<file path="src/rtl/line_collector.sv">
// Captures a packed per-PE result bus on load and streams it out one word per cycle, tap 0 first.
// Optional LINE_COLLECTOR_OVERFLOW_EN adds a sticky overflow flag and a saturating dropped-load count.
module line_collector #(
  parameter int pNoTaps     = 8,
  parameter int pDataLength = 16,
  parameter int pPtrLength  = 3
) (
  input  logic                           clk,
  input  logic                           reset,
  input  logic                           clear,
  input  logic                           load,
  input  logic [pDataLength*pNoTaps-1:0] taps_in,
  output logic                           in_ready,
  output logic                           out_valid,
  input  logic                           out_ready,
  output logic [pDataLength-1:0]         out_data,
  output logic [pPtrLength-1:0]          out_idx,
  output logic                           out_last
`ifdef LINE_COLLECTOR_OVERFLOW_EN
  ,
  output logic                           overflow,
  output logic [7:0]                     overflow_count
`endif
);

  typedef enum logic {
    IDLE  = 1'b0,
    SHIFT = 1'b1
  } state_t;

  localparam logic [pPtrLength-1:0] LAST_IDX = pPtrLength'(pNoTaps - 1);

  state_t                                   r_state;
  state_t                                   w_state_nxt;
  logic [pNoTaps-1:0][pDataLength-1:0]      r_cap;
  logic [pDataLength-1:0]                   r_data;
  logic [pPtrLength-1:0]                    r_idx;
  logic [pPtrLength-1:0]                    w_idx_inc;
  logic                                     w_hs;
  logic                                     w_fin;
  logic                                     w_load_acc;

  // State register
  always_ff @(posedge clk or posedge reset) begin
    if (reset) begin
      r_state <= IDLE;
    end else if (clear) begin
      r_state <= IDLE;
    end else begin
      r_state <= w_state_nxt;
    end
  end

  // Next-state logic
  always_comb begin
    w_state_nxt = r_state;
    case (r_state)
      IDLE:    if (w_load_acc) w_state_nxt = SHIFT;
      SHIFT:   if (w_fin && !w_load_acc) w_state_nxt = IDLE;
      default: w_state_nxt = IDLE;
    endcase
  end

  // Output / handshake logic; in_ready is combinational from out_ready so a new
  // line can be taken on the same edge the last word leaves.
  always_comb begin
    out_valid  = (r_state == SHIFT);
    out_last   = out_valid && (r_idx == LAST_IDX);
    out_data   = r_data;
    out_idx    = r_idx;
    w_hs       = out_valid && out_ready;
    w_fin      = w_hs && out_last;
    in_ready   = (r_state == IDLE) || w_fin;
    w_load_acc = load && in_ready;
    w_idx_inc  = r_idx + pPtrLength'(1);
  end

  always_ff @(posedge clk or posedge reset) begin
    if (reset) begin
      r_cap  <= '0;
      r_data <= '0;
      r_idx  <= '0;
    end else if (clear) begin
      r_cap  <= '0;
      r_data <= '0;
      r_idx  <= '0;
    end else if (w_load_acc) begin
      r_cap  <= taps_in;
      r_data <= taps_in[pDataLength-1:0];
      r_idx  <= '0;
    end else if (w_fin) begin
      r_data <= '0;
      r_idx  <= '0;
    end else if (w_hs) begin
      r_data <= r_cap[w_idx_inc];
      r_idx  <= w_idx_inc;
    end
  end

`ifdef LINE_COLLECTOR_OVERFLOW_EN
  logic       w_drop;
  logic       r_ovf;
  logic [7:0] r_ovf_cnt;

  assign w_drop = load && !in_ready;

  always_ff @(posedge clk or posedge reset) begin
    if (reset) begin
      r_ovf     <= 1'b0;
      r_ovf_cnt <= '0;
    end else if (clear) begin
      r_ovf     <= 1'b0;
      r_ovf_cnt <= '0;
    end else if (w_drop) begin
      r_ovf <= 1'b1;
      if (r_ovf_cnt != 8'hFF) r_ovf_cnt <= r_ovf_cnt + 8'd1;
    end
  end

  assign overflow       = r_ovf;
  assign overflow_count = r_ovf_cnt;
`endif

endmodule

</file>
<file path="config.mk">
export PLATFORM = sky130hd
export DESIGN_NAME = line_collector
export DESIGN_NICKNAME = d
export VERILOG_FILES = /design/src/rtl/line_collector.sv
export SDC_FILE = /design/constraint.sdc
export NUM_CORES = 1
export LEC_CHECK = 0
export CAP_MARGIN = 20
export CELL_PAD_IN_SITES_DETAIL_PLACEMENT = 1
export CELL_PAD_IN_SITES_GLOBAL_PLACEMENT = 2
export CORE_MARGIN = 2
export CORE_UTILIZATION = 36
export CTS_BUF_LIST = sky130_fd_sc_hd__clkbuf_8
export DETAILED_ROUTE_END_ITERATION = 7
export PLACE_DENSITY = 0.89
export SLEW_MARGIN = 30
export SYNTH_ARGS = -nofsm -noshare
export SYNTH_HDL_FRONTEND = slang
export SYNTH_SLANG_ARGS = --single-unit
</file>
<file path="constraint.sdc">
create_clock -name clk -period 13.6 [get_ports clk]
set_clock_uncertainty 0.1 [all_clocks]
set_input_delay 1.36 -clock clk [delete_from_list [all_inputs] [get_ports clk]]
set_output_delay 1.36 -clock clk [all_outputs]
set_load 0.005 [all_outputs]
</file>
==> key figures <==
Synthesis
  • Net Count, Synth: 890
  • Synth area leader: dfrtp_1
  • Syn_area_per_cell: between 10 and 15 sq um
  • Yosys reg bits: ~150
  • Main area contributors after synthesis: dfrtp_1 (48%), nand3_1 (9.3%), mux4_2 (9.3%)
  • Most used DFF post-synth: dfrtp_1
  • Netlist cell types: 30
  • Synth Instances: about 760
  • Yosys warnings: 0
  • Sequential share of the synthesized area: 0.478
  • Synth top cells by count: dfrtp_1 (148), nand3_1 (144), a21oi_1 (130), o21ai_0 (99)
  • EDFF count, synth: 0
  • Most frequent cell after synthesis: dfrtp_1
  • Yosys top cell area share: 0.478
  • Mapped Area: 7750 sq um
  • Synth async-reset ratio: 1.00

STA
  • TNS Setup: 0 ns
  • Slew margin rel.: 0.322
  • Hold WS: 0.439 ns
  • Worst-Margin Slew: ~1.0 ns
  • Setup Viol. Count Final: 0
  • Fin crit share: 0.347
  • Max Transition Viols Final: 0
  • Fmax: roughly 210 MHz
  • Setup ws final: between 8 and 9 ns
  • Endpoints failing hold: 0
  • Tmin final: roughly 4.7 ns
  • RSZ-0062 raised after global routing: false

Placed design
  • DP Cell Count: between 1,000 and 1,500
  • Buffers on Ports: between 150 and 200
  • Setup WS pre-CTS: approximately 8.9 ns
  • Placer congestion estimate: approximately 0.76
  • Final HPWL DP: 15,800 um

Finish
  • Layout cells sized above 1: 0.0968
  • Filler cells: around 2,300
  • Reg area: approximately 3700 sq um
  • Non-filler cells, final: 1,132
  • N_diodes: 0
  • Area delta synth->final: 22.1%
  • Multi-input logic area: between 3000 and 4000 sq um
  • Net count, final: 980

Global route
  • Largest net degree at the start of global routing: between 100 and 150
  • GR Layer Usage met3: 0.0421
  • First-pass GRT wire length: between 30,000 and 40,000 um
  • Total grt overflow: 0
  • GRT Util Overall: 0.222
  • Vias in the first global route: roughly 6,600
  • Layer with the highest usage: met2
  • Initial antenna violation count: 0
  • Met1 GRT Util: 0.326
  • Met2 global-route usage: 0.339

CTS
  • CTS Sinks: ~150
  • Root Driver: clkbuf_8
  • Worst-Skew Late Latency: roughly 0.46 ns
  • Clk buf depth: 2
  • CTS tree: built
  • CTS Hold Bufs: 0
  • # resized after CTS: 0
  • Total CTS buffers: 17
  • Post-CTS Setup Repair Bufs: 0
  • Clock-pin slew on the worst setup and hold paths: approximately 0.08 ns
  • H-tree depth: 4

Floorplan
  • Core area: approximately 21,000 sq um
  • Die width: roughly 150 um
  • Initial Utilization: 0.367
  • I/O Pins: about 160
  • Cell Rows: 53
  • Die H: ~150 um
  • Die area: roughly 23,000 sq um

Power
  • Power share of the clock group: 0.364
  • Peak VDD IR: ~0.053 mV
  • Sequential power share: 0.475
  • Combinational power share: 0.161
  • Switching Share: 0.272
  • P_int: around 0.00073 W
  • Psw: between 0.0002 and 0.0003 W
  • Pleak: about 3.7 nW
  • PwrDens: about 110 nW/um^2

Worst setup path
  • Endpoint type of the worst setup path: primary output
  • Worst Reg2Reg Path Length in Cells: 7
  • Worst Setup Start Kind: input port
  • Critical Path RT: 12.14 ns
  • Slowest cell on crit path: clkdlybuf4s50_1
  • Setup slack, reg-to-reg: 10.67 ns
  • CP most frequent cell: clkdlybuf4s50_1
  • R2R Path End: r_cap[46]
  • CP Cell Sequence: clkdlybuf4s50_1 > a21boi_4 > inv_4 > clkdlybuf4s50_1
  • Kind of critical path: input port to primary output
  • CP arrival: between 3 and 4 ns
  • Reg-to-Reg Start: out_idx[1]
  • CP max stage delay: approximately 0.63 ns
  • CP max FO: 64

Routing
  • Total number of vias: between 6,000 and 7,000
  • WL/cell: approximately 22 um
  • Post-route DRC: 0
  • Antenna viol nets, final: 0
  • Via density per instance: 5.75
  • TritonRoute pass-1 iters: 8
  • Drt total wl: 24,700 um
  • DR iter-0 viols: 373

Job
  • Max-Cap Viols: 0

Outcome
  • Run status: finished clean

Hold path
  • Worst Hold End: r_cap[117]
  • Hold path start: r_cap[117]
  • Hold-critical path depth: 2
  • Worst Hold Class: register to register
critical path, delay by kind of cell:
kind | cells | cell delay (ns)
buf+inv | 3 | 1.77
compound gates | 1 | 0.10
registers in the layout (all words and copies together), names as in the netlist:
| register | flops |
|---|---|
| out_valid | 1 |
| out_idx | 3 |
| out_data | 16 |
| r_cap | 128 |
layout by cell type (no fill, tap or decap), types with 20 or more instances in the layout:
master	Yosys	layout
a21oi_1	130	130
clkbuf_8	0	20
clkdlybuf4s50_1	0	152
dfrtp_1	148	148
mux4_2	32	32
nand3_1	144	144
nand3b_1	32	32
o21ai_0	99	99
o21ai_1	27	27
cells by family (layout without fill, tap and decap cells):
kind of cell             Yosys count  after routing  synth area share
multiplexers                      33             33            0.0959
AO/OA/AOI/OAI                    261            261             0.172
flip-flops                       148            148             0.478
adder cells (fa/ha/maj)            2              2           0.00323
buffers and inverters             97            199            0.0906
AND/OR/NAND/NOR                  214            214             0.160
power groups by stage:
| stage | registers [W] | logic [W] | clock network, W |
|---|---|---|---|
| global route | 0.000480 | 0.000177 | 0.000390 |
| global placement | 0.000485 | 0.000161 | 0 |
| finish | 0.000477 | 0.000162 | 0.000365 |
| detailed placement | 0.000486 | 0.000163 | 0 |
| CTS | 0.000477 | 0.000163 | 0.000371 |
| floorplan | 0.000480 | 0.000102 | 0 |
worst max path at each step:
stage               from           to  slack (ns)  cells past startpoint
5_1_grt        out_ready     in_ready        8.79                      4
4_1_cts        out_ready     in_ready        8.89                      4
3_3_place_gp   out_ready     in_ready        8.93                      4
6_report       out_ready     in_ready        8.88                      4
3_5_place_dp   out_ready     in_ready        8.90                      4
2_1_floorplan      reset  out_data[0]        8.16                      1
per-layer routing:
layer	share of wire	wire (um)
met1	0.47	11500
met2	0.47	11700
met3	0.047	1170
met4	0.013	321
met5	0	0
layout make-up:
type | count | share of cell area
sequential | 148 | 0.392
multi-input combinational | 510 | 0.354
timing repair buffer | 165 | 0.173
tap | 275 | 0.0364
clock buffer | 20 | 0.0291
clock inverter | 11 | 0.0142
inverter | 3 | 0.00212
stage by stage:
step / util / total power (W) / area (sq um)
4_1_cts: 0.447 / 0.00101 / 9430
3_5_place_dp: 0.428 / 0.000648 / 9020
3_3_place_gp: 0.428 / 0.000646 / 9020
5_1_grt: 0.448 / 0.00105 / 9460
6_report: 0.448 / 0.00100 / 9460
2_1_floorplan: - / 0.000582 / 7750
(Power assumes the default switching activity.)
==> RTL change 1 (config.mk and constraints unchanged) <==
The parameter `pNoTaps` goes from 8 to 9.
--- a/src/rtl/line_collector.sv
+++ b/src/rtl/line_collector.sv
@@ -3,3 +3,3 @@
 module line_collector #(
-  parameter int pNoTaps     = 8,
+  parameter int pNoTaps     = 9,
   parameter int pDataLength = 16,
Ports: changed (resized taps_in); port bits go from 155 to 171. No check against the original RTL was run, so the function may have changed too.
==> RTL change 1 against the unedited design <==
Total power up 0.67%; combinational power down 20%; count of clock-buffer cells in the layout up 4; cell area decreased by 2.1%; synthesized area is 8.3% lower; setup slack gained 0.16 ns; synthesized cell count grew 4.6%; routed wire length is 4.0% lower; sequential cell count unchanged; worst hold slack got worse by 0.021 ns; critical path depth is 1 higher; critical endpoint unchanged.
==> RTL change 1: results (changes against the unedited design) <==
[detailed_routing]
via_per_inst=5.284  ; -8.1%
wl_met3_um=841  ; -28%
wirelength_met1_mm=10.53  ; -8.8%
wl_met2_mm=11.68  ; +0.10%
drt_iter0_markers=454  ; +22%

[timing]
fin_worst_hold_slack_ns=0.4179  ; -0.02128 ns

[layout]
seq_share_pct=40.02  ; +0.87 points
clock_buffers=24  ; +20%
buffers=166  ; +0.61%
instances_no_fill=1185  ; +4.7%
drive_gt1_share_pct=6.311  ; -3.4 points
multi_input_area_share_pct=33.23  ; -2.1 points
nonClkBufAreaFrac_pct=17.72  ; +0.43 points
fillerInstances=2294  ; -2.0%
multi_input_gates=567  ; +11%
final_nets=1057  ; +7.9%
syn_to_final_growth_pct=30.32

[power]
p_sw_share_pct=24.83  ; -2.4 points
cellLeakagePower_uw=0.003802  ; +3.5%

[yosys]
synthMuxAreaShare_pct=2.537  ; -7.1 points
synth_fa_ha_area_share_pct=0.3523  ; +0.029 points
synth_top_cells_by_count=nand2_1, dfrtp_1, a21oi_1
synth_xor_area_share_pct=0.3523  ; +0.35 points
synth_area_leaders=dfrtp_1, nand2_1, a21oi_1, a2111oi_0, nor2b_1
synth_nets=941  ; +5.7%
synth_cells=790  ; +4.6%
synth_compound_gate_area_share_pct=21.16  ; +3.9 points

[setup_path]
timing.rr.end=out_data[13]
crit_arrival_ns=3.10  ; -0.16 ns
slowest_stage=dfrtp_2
cp-start-kind=register
reg2reg_setup_slack_ns=9.69  ; -0.98 ns

[placed_design]
gp_congestion=0.8331  ; +9.2%
dp_hpwl_mm=15.41  ; -2.4%
dpl-instance-area_um2=8773  ; -2.8%

[worst_hold_path]
holdCritStartpoint=r_cap[107]
hold_end=r_cap[107]

[grt]
track_usage_pct=23.51  ; +1.3 points
grt_max_degree=103  ; +0.98%
grt_use_met2_pct=39.41  ; +5.5 points
gr-usage-met3_pct=3.477  ; -0.74 points
antenna_found_initial=1  ; +1
grt_pass1_vias=6558  ; -0.86%

[die]
taps=265  ; -3.6%

[outcome]
status=finished clean

[RTL change 1: cell types whose count changed after synthesis, sizes merged, moves of 15 or more]
cell	before	now
buf	62	39
a22oi	0	16
nand3	144	0
nand3b	32	1
mux4	32	0
nand4b	16	0
nand2	2	260
a2111oi	0	46
o21ai	128	18
and2	1	16
a2111o	0	15
nand4	16	0
nor2b	1	30
mux2i	1	18
[RTL change 1: how the worst max path moves through the flow]
| stage | depth (start not counted) | slack (ns) | to |
|---|---|---|---|
| finish | 5 | 9.04 | in_ready |
| CTS | 5 | 9.00 | in_ready |
| global placement | 6 | 9.16 | r_cap[50] |
| floorplan | 1 | 8.16 | out_data[0] |
| global route | 5 | 8.85 | in_ready |
| detailed placement | 6 | 9.18 | r_cap[51] |
[RTL change 1: power groups by stage]
stage	logic [uW]	registers, uW	clock network (uW)
floorplan	64.1	482	0
global placement	130	485	0
detailed placement	132	486	0
CTS	133	477	409
global route	145	480	429
finish	130	477	404
==> RTL change 2 (same settings) <==
Made on the original files. Build with the macro `LINE_COLLECTOR_OVERFLOW_EN` defined.
--- a/src/rtl/line_collector.sv
+++ b/src/rtl/line_collector.sv
@@ -2,2 +2,4 @@
 // Optional LINE_COLLECTOR_OVERFLOW_EN adds a sticky overflow flag and a saturating dropped-load count.
+`define LINE_COLLECTOR_OVERFLOW_EN
+
 module line_collector #(
Behaviour (old outputs only; new: overflow and overflow_count): unchanged (Yosys induction, for registers that start in step).
==> RTL change 2 against the unedited design <==
Cell area grew 0.17%; setup slack improved by 0.52 ns; utilization rose by 3.5 points; total power rose by 3.0%; routed wire length is 9.9% lower; synthesized area down 6.4%; sequential cell count up 9; via count is 7.8% lower; largest power group unchanged; highest routed layer unchanged.
==> RTL change 2: results (changes against the unedited design) <==
[outcome]
status=finished clean

[power]
cellLeakagePower_uw=0.003870  ; +5.4%
vdd_drop_max_mv=0.06377  ; +19%

[grt]
antenna_found_initial=1  ; +1
grt_pass1_wl_mm=35.78  ; -6.5%
grt_pass1_vias=6486  ; -2.0%
track_usage_pct=21.57  ; -0.66 points
grt_max_degree=91  ; -11%

[clock_tree]
clkTransAtPathRegs_ns=0.08  ; about the same
cts_buffers=17  ; unchanged
clk_latency_ns=0.44  ; -0.02 ns
root_buffer=clkbuf_8
cts_max_level=4  ; unchanged
cts_buffer_depth=2  ; unchanged
postCtsSetupBuffers=0  ; unchanged
cts_resized=0  ; unchanged

[placed_design]
gp_congestion=0.7747  ; +1.5%
port_buffers=163  ; +5.8%
dp_hpwl_mm=15.42  ; -2.3%

[layout]
drive_gt1_share_pct=8.957  ; -0.73 points
largest_register_ffs=128  ; unchanged
final_nets=1006  ; +2.7%
regMostFlops=r_cap

[setup_path]
crit_arrival_ns=2.74  ; -0.52 ns
path_max_fanout=7  ; -89%

[detailed_routing]
drt_iter0_markers=322  ; -14%
dr.pass1.iters=6  ; -2
via_per_inst=5.232  ; -9.1%
wl_mm=22.27  ; -9.9%
drc=0  ; unchanged

[yosys]
ys_seq_area_share_pct=54.19  ; +6.4 points
yosysWarnings=0  ; unchanged
synth.distinct_cells=28  ; -6.7%
synth_top_cells_by_count=nand2_1, dfrtp_1, a21oi_1
async_reset_ff_share_pct=100.0  ; unchanged
synth_area_leaders=dfrtp_1, nand2_1, mux4_2, a21oi_1, mux2i_1
synth_ff_type=dfrtp_1
synth_nets=876  ; -1.6%

[timing]
tightest_slew_ns=0.9519  ; -0.06466 ns
finalHoldViolations=0  ; unchanged

[worst_hold_path]
hold_class=register to register

-- RTL change 2: cell types whose count changed in the layout (fill, tap and decap cells not counted), sizes merged, moves of 17 or more --
cell,change
mux2i,+17
nand2,+260
o21ai,-108
nand3,-140
nand3b,-32
-- RTL change 2: cells by family after synthesis --
| family | after synthesis | synth area share (%) |
|---|---|---|
| AND/OR/NAND/NOR | 286 | 15.38 |
| AO/OA/AOI/OAI | 178 | 13.53 |
| flip-flops | 157 | 54.19 |
| buffers and inverters | 65 | 3.832 |
| multiplexers | 50 | 12.43 |
| adder cells (fa/ha/maj) | 3 | 0.5178 |
| XOR/XNOR | 1 | 0.1208 |
-- RTL change 2: per-stage QoR --
step / setup WS (ns) / util, % / area (um2) / std cells / power [uW]
CTS: 9.320 / 48.35 / 9472 / 1147 / 1048
detailed placement: 9.166 / 46.15 / 9040 / 1116 / 666.0
global route: 9.182 / 48.35 / 9472 / 1147 / 1081
finish: 9.400 / 48.36 / 9474 / 1148 / 1035
floorplan: 7.905 / - / 7249 / 740 / 586.5
global placement: 9.230 / 46.13 / 9036 / 1116 / 660.2
-- RTL change 2: critical path, cell delays in order --
cell	delay, ns
clkdlybuf4s50_1	0.49
a21boi_4	0.33
inv_1	0.10
clkdlybuf4s50_1	0.46
-- RTL change 2: area by class of cell --
| type | instances | area [um2] |
|---|---|---|
| fillers | 2210 | 10120 |
| clock buffers | 19 | 261.5 |
| repair buffers | 170 | 1685 |
| flip-flops and latches | 157 | 3930 |
| clock inverters | 12 | 170.2 |
| inverters | 6 | 27.53 |
| multi-input cells | 518 | 3065 |
| diodes | 1 | 2.502 |
| well taps | 265 | 331.6 |
-- RTL change 2: per-layer routing --
layer  global-route usage [%]  wire [um]
met5                        0          0
met4                    6.716        286
met3                    3.386        854
met2                    35.09      11070
met1                    29.81      10060
-- RTL change 2: worst paths after layout --
path                                  from         end  slack, ns  cells past startpoint
worst max register to register  out_idx[0]    r_cap[1]       9.78                      7
worst min-delay path              overflow    overflow       0.41                      2
max in group asynchronous            reset   r_cap[33]      10.84                      3
min in group asynchronous            reset  r_cap[115]       1.30                      2
worst max-delay path             out_ready    in_ready       9.40                      4
worst min register to register    overflow    overflow       0.41                      2
-- RTL change 2: where the power goes --
group	switching [uW]	internal [uW]	total, uW
registers	17.1	491	508
logic	74.5	72.3	147
clock network	173	207	380
total	265	770	1030
